<file path="config.mk">
export PLATFORM = sky130hd
export DESIGN_NAME = first_nios2_system_avm_single_read
export DESIGN_NICKNAME = d
export VERILOG_FILES = /design/src/rtl/first_nios2_system_pkg.sv /design/src/rtl/first_nios2_system_avm_single_read.sv
export SDC_FILE = /design/constraint.sdc
export NUM_CORES = 1
export LEC_CHECK = 0
export CAP_MARGIN = 25
export CELL_PAD_IN_SITES_DETAIL_PLACEMENT = 1
export CELL_PAD_IN_SITES_GLOBAL_PLACEMENT = 1
export CORE_MARGIN = 2
export CORE_UTILIZATION = 35
export CTS_CLUSTER_DIAMETER = 30
export DETAILED_ROUTE_END_ITERATION = 8
export GPL_ROUTABILITY_DRIVEN = 0
export PLACE_DENSITY_LB_ADDON = 0.1
export SYNTH_ARGS = -nofsm -noshare
export SYNTH_HDL_FRONTEND = slang
export SYNTH_SLANG_ARGS = --single-unit
</file>
<file path="constraint.sdc">
create_clock -name clock -period 1.6 [get_ports clock]
set_input_delay 0.24 -clock clock [delete_from_list [all_inputs] [get_ports clock]]
set_output_delay 0.24 -clock clock [all_outputs]
set_load 0.005 [all_outputs]
</file>
<file path="src/rtl/first_nios2_system_pkg.sv">
// Shared types and constants for the first_nios2_system sysid checker:
// the checker FSM state encoding and the system-ID slave word offsets.
package first_nios2_system_pkg;

  typedef enum logic [2:0] {
    IDLE,
    REQ_ID,
    CAP_ID,
    REQ_TS,
    CAP_TS,
    FINISH
  } sysid_state_e;

  localparam logic SYSID_OFS_ID = 1'b0;
  localparam logic SYSID_OFS_TS = 1'b1;

  // Latency counter covers READ_LATENCY up to 3; stall counter covers TIMEOUT_CYCLES up to 65535.
  localparam int LAT_CNT_W   = 2;
  localparam int STALL_CNT_W = 16;

endpackage

</file>
<file path="src/rtl/first_nios2_system_avm_single_read.sv">
// Mechanics of a single Avalon-MM read: acceptance, fixed read latency and
// stall timeout. The owning FSM says when a request or capture phase is active.
module first_nios2_system_avm_single_read
  import first_nios2_system_pkg::*;
#(
  parameter int READ_LATENCY   = 0,
  parameter int TIMEOUT_CYCLES = 255
) (
  input  logic clock,
  input  logic reset,
  input  logic req_active,
  input  logic cap_active,
  input  logic avm_waitrequest,
  output logic accept,
  output logic sample,
  output logic expired
);

  localparam logic [STALL_CNT_W-1:0] STALL_LAST = STALL_CNT_W'(TIMEOUT_CYCLES - 1);
  localparam logic [LAT_CNT_W-1:0]   LAT_LAST   =
    LAT_CNT_W'((READ_LATENCY > 0) ? READ_LATENCY - 1 : 0);

  logic [STALL_CNT_W-1:0] stall_cnt;
  logic [LAT_CNT_W-1:0]   lat_cnt;

  // stall_cnt holds the number of stalled cycles already seen, so the limit is hit on the last one.
  assign accept  = req_active && !avm_waitrequest;
  assign expired = req_active && avm_waitrequest && (stall_cnt == STALL_LAST);
  assign sample  = (READ_LATENCY == 0) ? accept : (cap_active && (lat_cnt == LAT_LAST));

  always_ff @(posedge clock or posedge reset) begin
    if (reset) begin
      stall_cnt <= '0;
      lat_cnt   <= '0;
    end else begin
      if (!req_active || accept || expired) begin
        stall_cnt <= '0;
      end else if (avm_waitrequest) begin
        stall_cnt <= stall_cnt + 1'b1;
      end

      if (cap_active && !sample) begin
        lat_cnt <= lat_cnt + 1'b1;
      end else begin
        lat_cnt <= '0;
      end
    end
  end

endmodule

</file>
==> results.txt <==
Outcome: finished with violations
Failing checks: setup timing
Routed WL per cell: 14.17 um
Largest family of logic cells by synthesized area: simple AND/OR/NAND/NOR gates
Period minus WS final: 2.084 ns
Starting Density: 37.54%
Largest cells by area after synthesis: dfrtp_1 48%, xnor2_1 14%, nor2_1 9.4%
Simple logic cell fraction of the synthesized area: 27.91%
Share of layout cells above drive strength 1: 32.23%
Post-synthesis compound-gate area fraction: 2.239%
Setup tns final: -7.964 ns
Reg2Reg Launch Point: stall_cnt[0]$_DFFE_PP0P_
Final nets: 129
Die area: 2803 sq um
Most frequent cells after synthesis: 21 x nor2_1, 16 x dfrtp_1, 13 x xnor2_1
Ant diodes: 0
Port Buffers: 6
Slew Limit Headroom: 77.30%
Setup violators final: 17
Critical path type: register to register
Syn_nets: 93
Post-synth EDFFs: 0
Final setup margin: -0.4843 ns
Least-Margin Pin Slew: 0.3374 ns
#FFs+latches synth: 16
Ys flop type: dfrtp_1
Grt total ovfl: 0
RSZ-0062 raised after global routing: yes
HPWL after DPL: 1425 um
Fmax: 479.8 MHz
CTS root buffer: clkbuf_4
Reg clk slew, reported paths: 0.11 ns
DR pass1 iterations: 4
Syn avg cell area: 9.748 sq um
Vias per cell: 4.779
Pleak: 0.5367 nW
Seq/Total Area, Yosys: 47.76%
Fin crit share: 130.3%
Area of the multi-input gates: 416.7 sq um
Leading area contributor after synthesis: dfrtp_1
Max FFs per register: 16
Hold WS: 0.2383 ns
Synth Area in Adders: 2.985%
Max-slew violations: 0
Total GRT Usage: 18.46%
Yosys top cell area share: 47.76%
Global-route wire length before repair: 3663 um
Synth Instances: 86
Synth cell types: 18
Vias in the first global route: 796
Syn. warnings: 0
Biggest regs: stall_cnt x16
# fillers: 261
Final wirelength: 2111 um
Detailed-route via count: 712
Clock buffer depth: 2
Power Dens Cells: 631.5 nW/um^2
I/O pin count: 8
Clk sinks: 16
Drc violations: 0
Setup Skew: 0.009732 ns
Max Fanout on Critical Path: 8
Post-route ant nets: 0
Top-count cell post-synth: nor2_1
Largest net degree at the start of global routing: 17
Clk Latency, worst-skew pair: 0.30 ns
Startpoint Class: register
Die Y: 52.94 um
TritonCTS clock tree: yes
Mapped Area: 838.3 sq um
Num rows: 17
Total CTS buffers: 3
FFs w/ async S/R, synth: 100.0%
Biggest register: stall_cnt
Mux contribution to synthesized area: 0%
Core region area: 2233 sq um
Final hold vios: 0
Starting DRT DRC Count: 5
Worst vdd ir: 0.3975 mV
CP required: 1.79 ns
Synth-to-Final Area Change: 43.88%
Die Span X: 52.94 um
Total of max-cap violations: 0
Worst reg-to-reg setup slack: -0.48 ns
Data arrival, critical path: 2.28 ns
FF-to-FF path depth: 10
Worst R2R End: stall_cnt[1]$_DFFE_PP0P_
Initial antenna violation count: 0
Min-Delay Path Class: input port to async pin
Seq. cell area: 400.4 sq um
Critical path capture point type: register
Post-Synth XOR/XNOR Area: 14.63%
Max H-tree Level: 1
## routing by layer
metal  global-route usage (%)  up-vias  routed length (um)
met5                        0        -                   0
met4                    3.846        0                  23
met3                    2.542        2                  53
met2                    35.21       11                1117
met1                    21.63      347                 917
li1                         -      352                   -
## report_power, final
part	internal, mW	leakage [nW]	switching, mW
clock network	0.139	0.0210	0.143
logic	0.0413	0.293	0.0308
registers	0.406	0.223	0.00173
total	0.587	0.537	0.175
## layout make-up
class                   count  area share [%]
inverters                   5           1.556
well taps                  28           2.905
repair buffers             33           24.79
flip-flops and latches     16           33.19
clock buffers               4           3.008
multi-input cells          63           34.54
## worst max-delay path: stages, from the launching register on
cell      delay, ns
dfrtp_1        0.40
inv_2          0.05
ha_1           0.12
or2b_4         0.25
or4_4          0.44
buf_4          0.16
buf_6          0.11
o21bai_4       0.15
buf_6          0.13
buf_16         0.11
nor2_1         0.05
## placed cells by master, fill, tap and decap left out, types with 2 or more instances in the layout
| cell type | synthesis | layout |
|---|---|---|
| nor4_1 | 3 | 3 |
| clkdlybuf4s50_1 | 0 | 3 |
| nor3_1 | 6 | 5 |
| xnor2_1 | 13 | 13 |
| dfrtp_1 | 16 | 16 |
| buf_4 | 1 | 22 |
| inv_1 | 5 | 4 |
| clkbuf_4 | 0 | 3 |
| dlygate4sd2_1 | 0 | 2 |
| nand4_1 | 3 | 3 |
| buf_6 | 1 | 3 |
| nand2_1 | 4 | 4 |
| nand3_1 | 5 | 5 |
| ha_1 | 2 | 2 |
| nor2_1 | 21 | 21 |
## cell families (layout without fill, tap and decap cells)
group	count (synthesis)	after routing
xor+xnor	14	14
compound gates	1	1
fa+ha+maj	2	2
buf+inv	7	42
simple gates	46	46
flops	16	16
## per-stage QoR
step           util [%]  instance area (sq um)  total power [mW]  setup slack [ns]  cells
5_1_grt           54.01                   1206            0.8006           -0.5775    149
2_1_floorplan         -                  840.8            0.4408           -0.1455     86
6_report          54.01                   1206            0.7617           -0.4843    149
3_5_place_dp      48.68                   1087            0.4697           -0.6077    139
3_3_place_gp      48.68                   1087            0.4682           -0.5400    139
4_1_cts           53.22                   1189            0.7595           -0.4410    148
## timing repair
| action | CTS | global route |
|---|---|---|
| buffers inserted | 4 | 1 |
| setup endpoints to repair | 19 | 17 |
| gates cloned | 1 | 0 |
| resized for setup | 11 | 3 |
| pin swaps | 1 | 1 |
| hold buffers | 0 | 0 |
## worst max path at each step
stage / startpoint / to / slack [ns] / cells past startpoint
3_3_place_gp: stall_cnt[0]$_DFFE_PP0P_ / expired / -0.54 / 6
5_1_grt: stall_cnt[0]$_DFFE_PP0P_ / expired / -0.58 / 6
6_report: stall_cnt[0]$_DFFE_PP0P_ / stall_cnt[1]$_DFFE_PP0P_ / -0.48 / 10
3_5_place_dp: stall_cnt[0]$_DFFE_PP0P_ / expired / -0.61 / 6
2_1_floorplan: stall_cnt[0]$_DFFE_PP0P_ / stall_cnt[4]$_DFFE_PP0P_ / -0.15 / 7
4_1_cts: stall_cnt[0]$_DFFE_PP0P_ / expired / -0.44 / 6
Power figures use the tool's default switching activity.
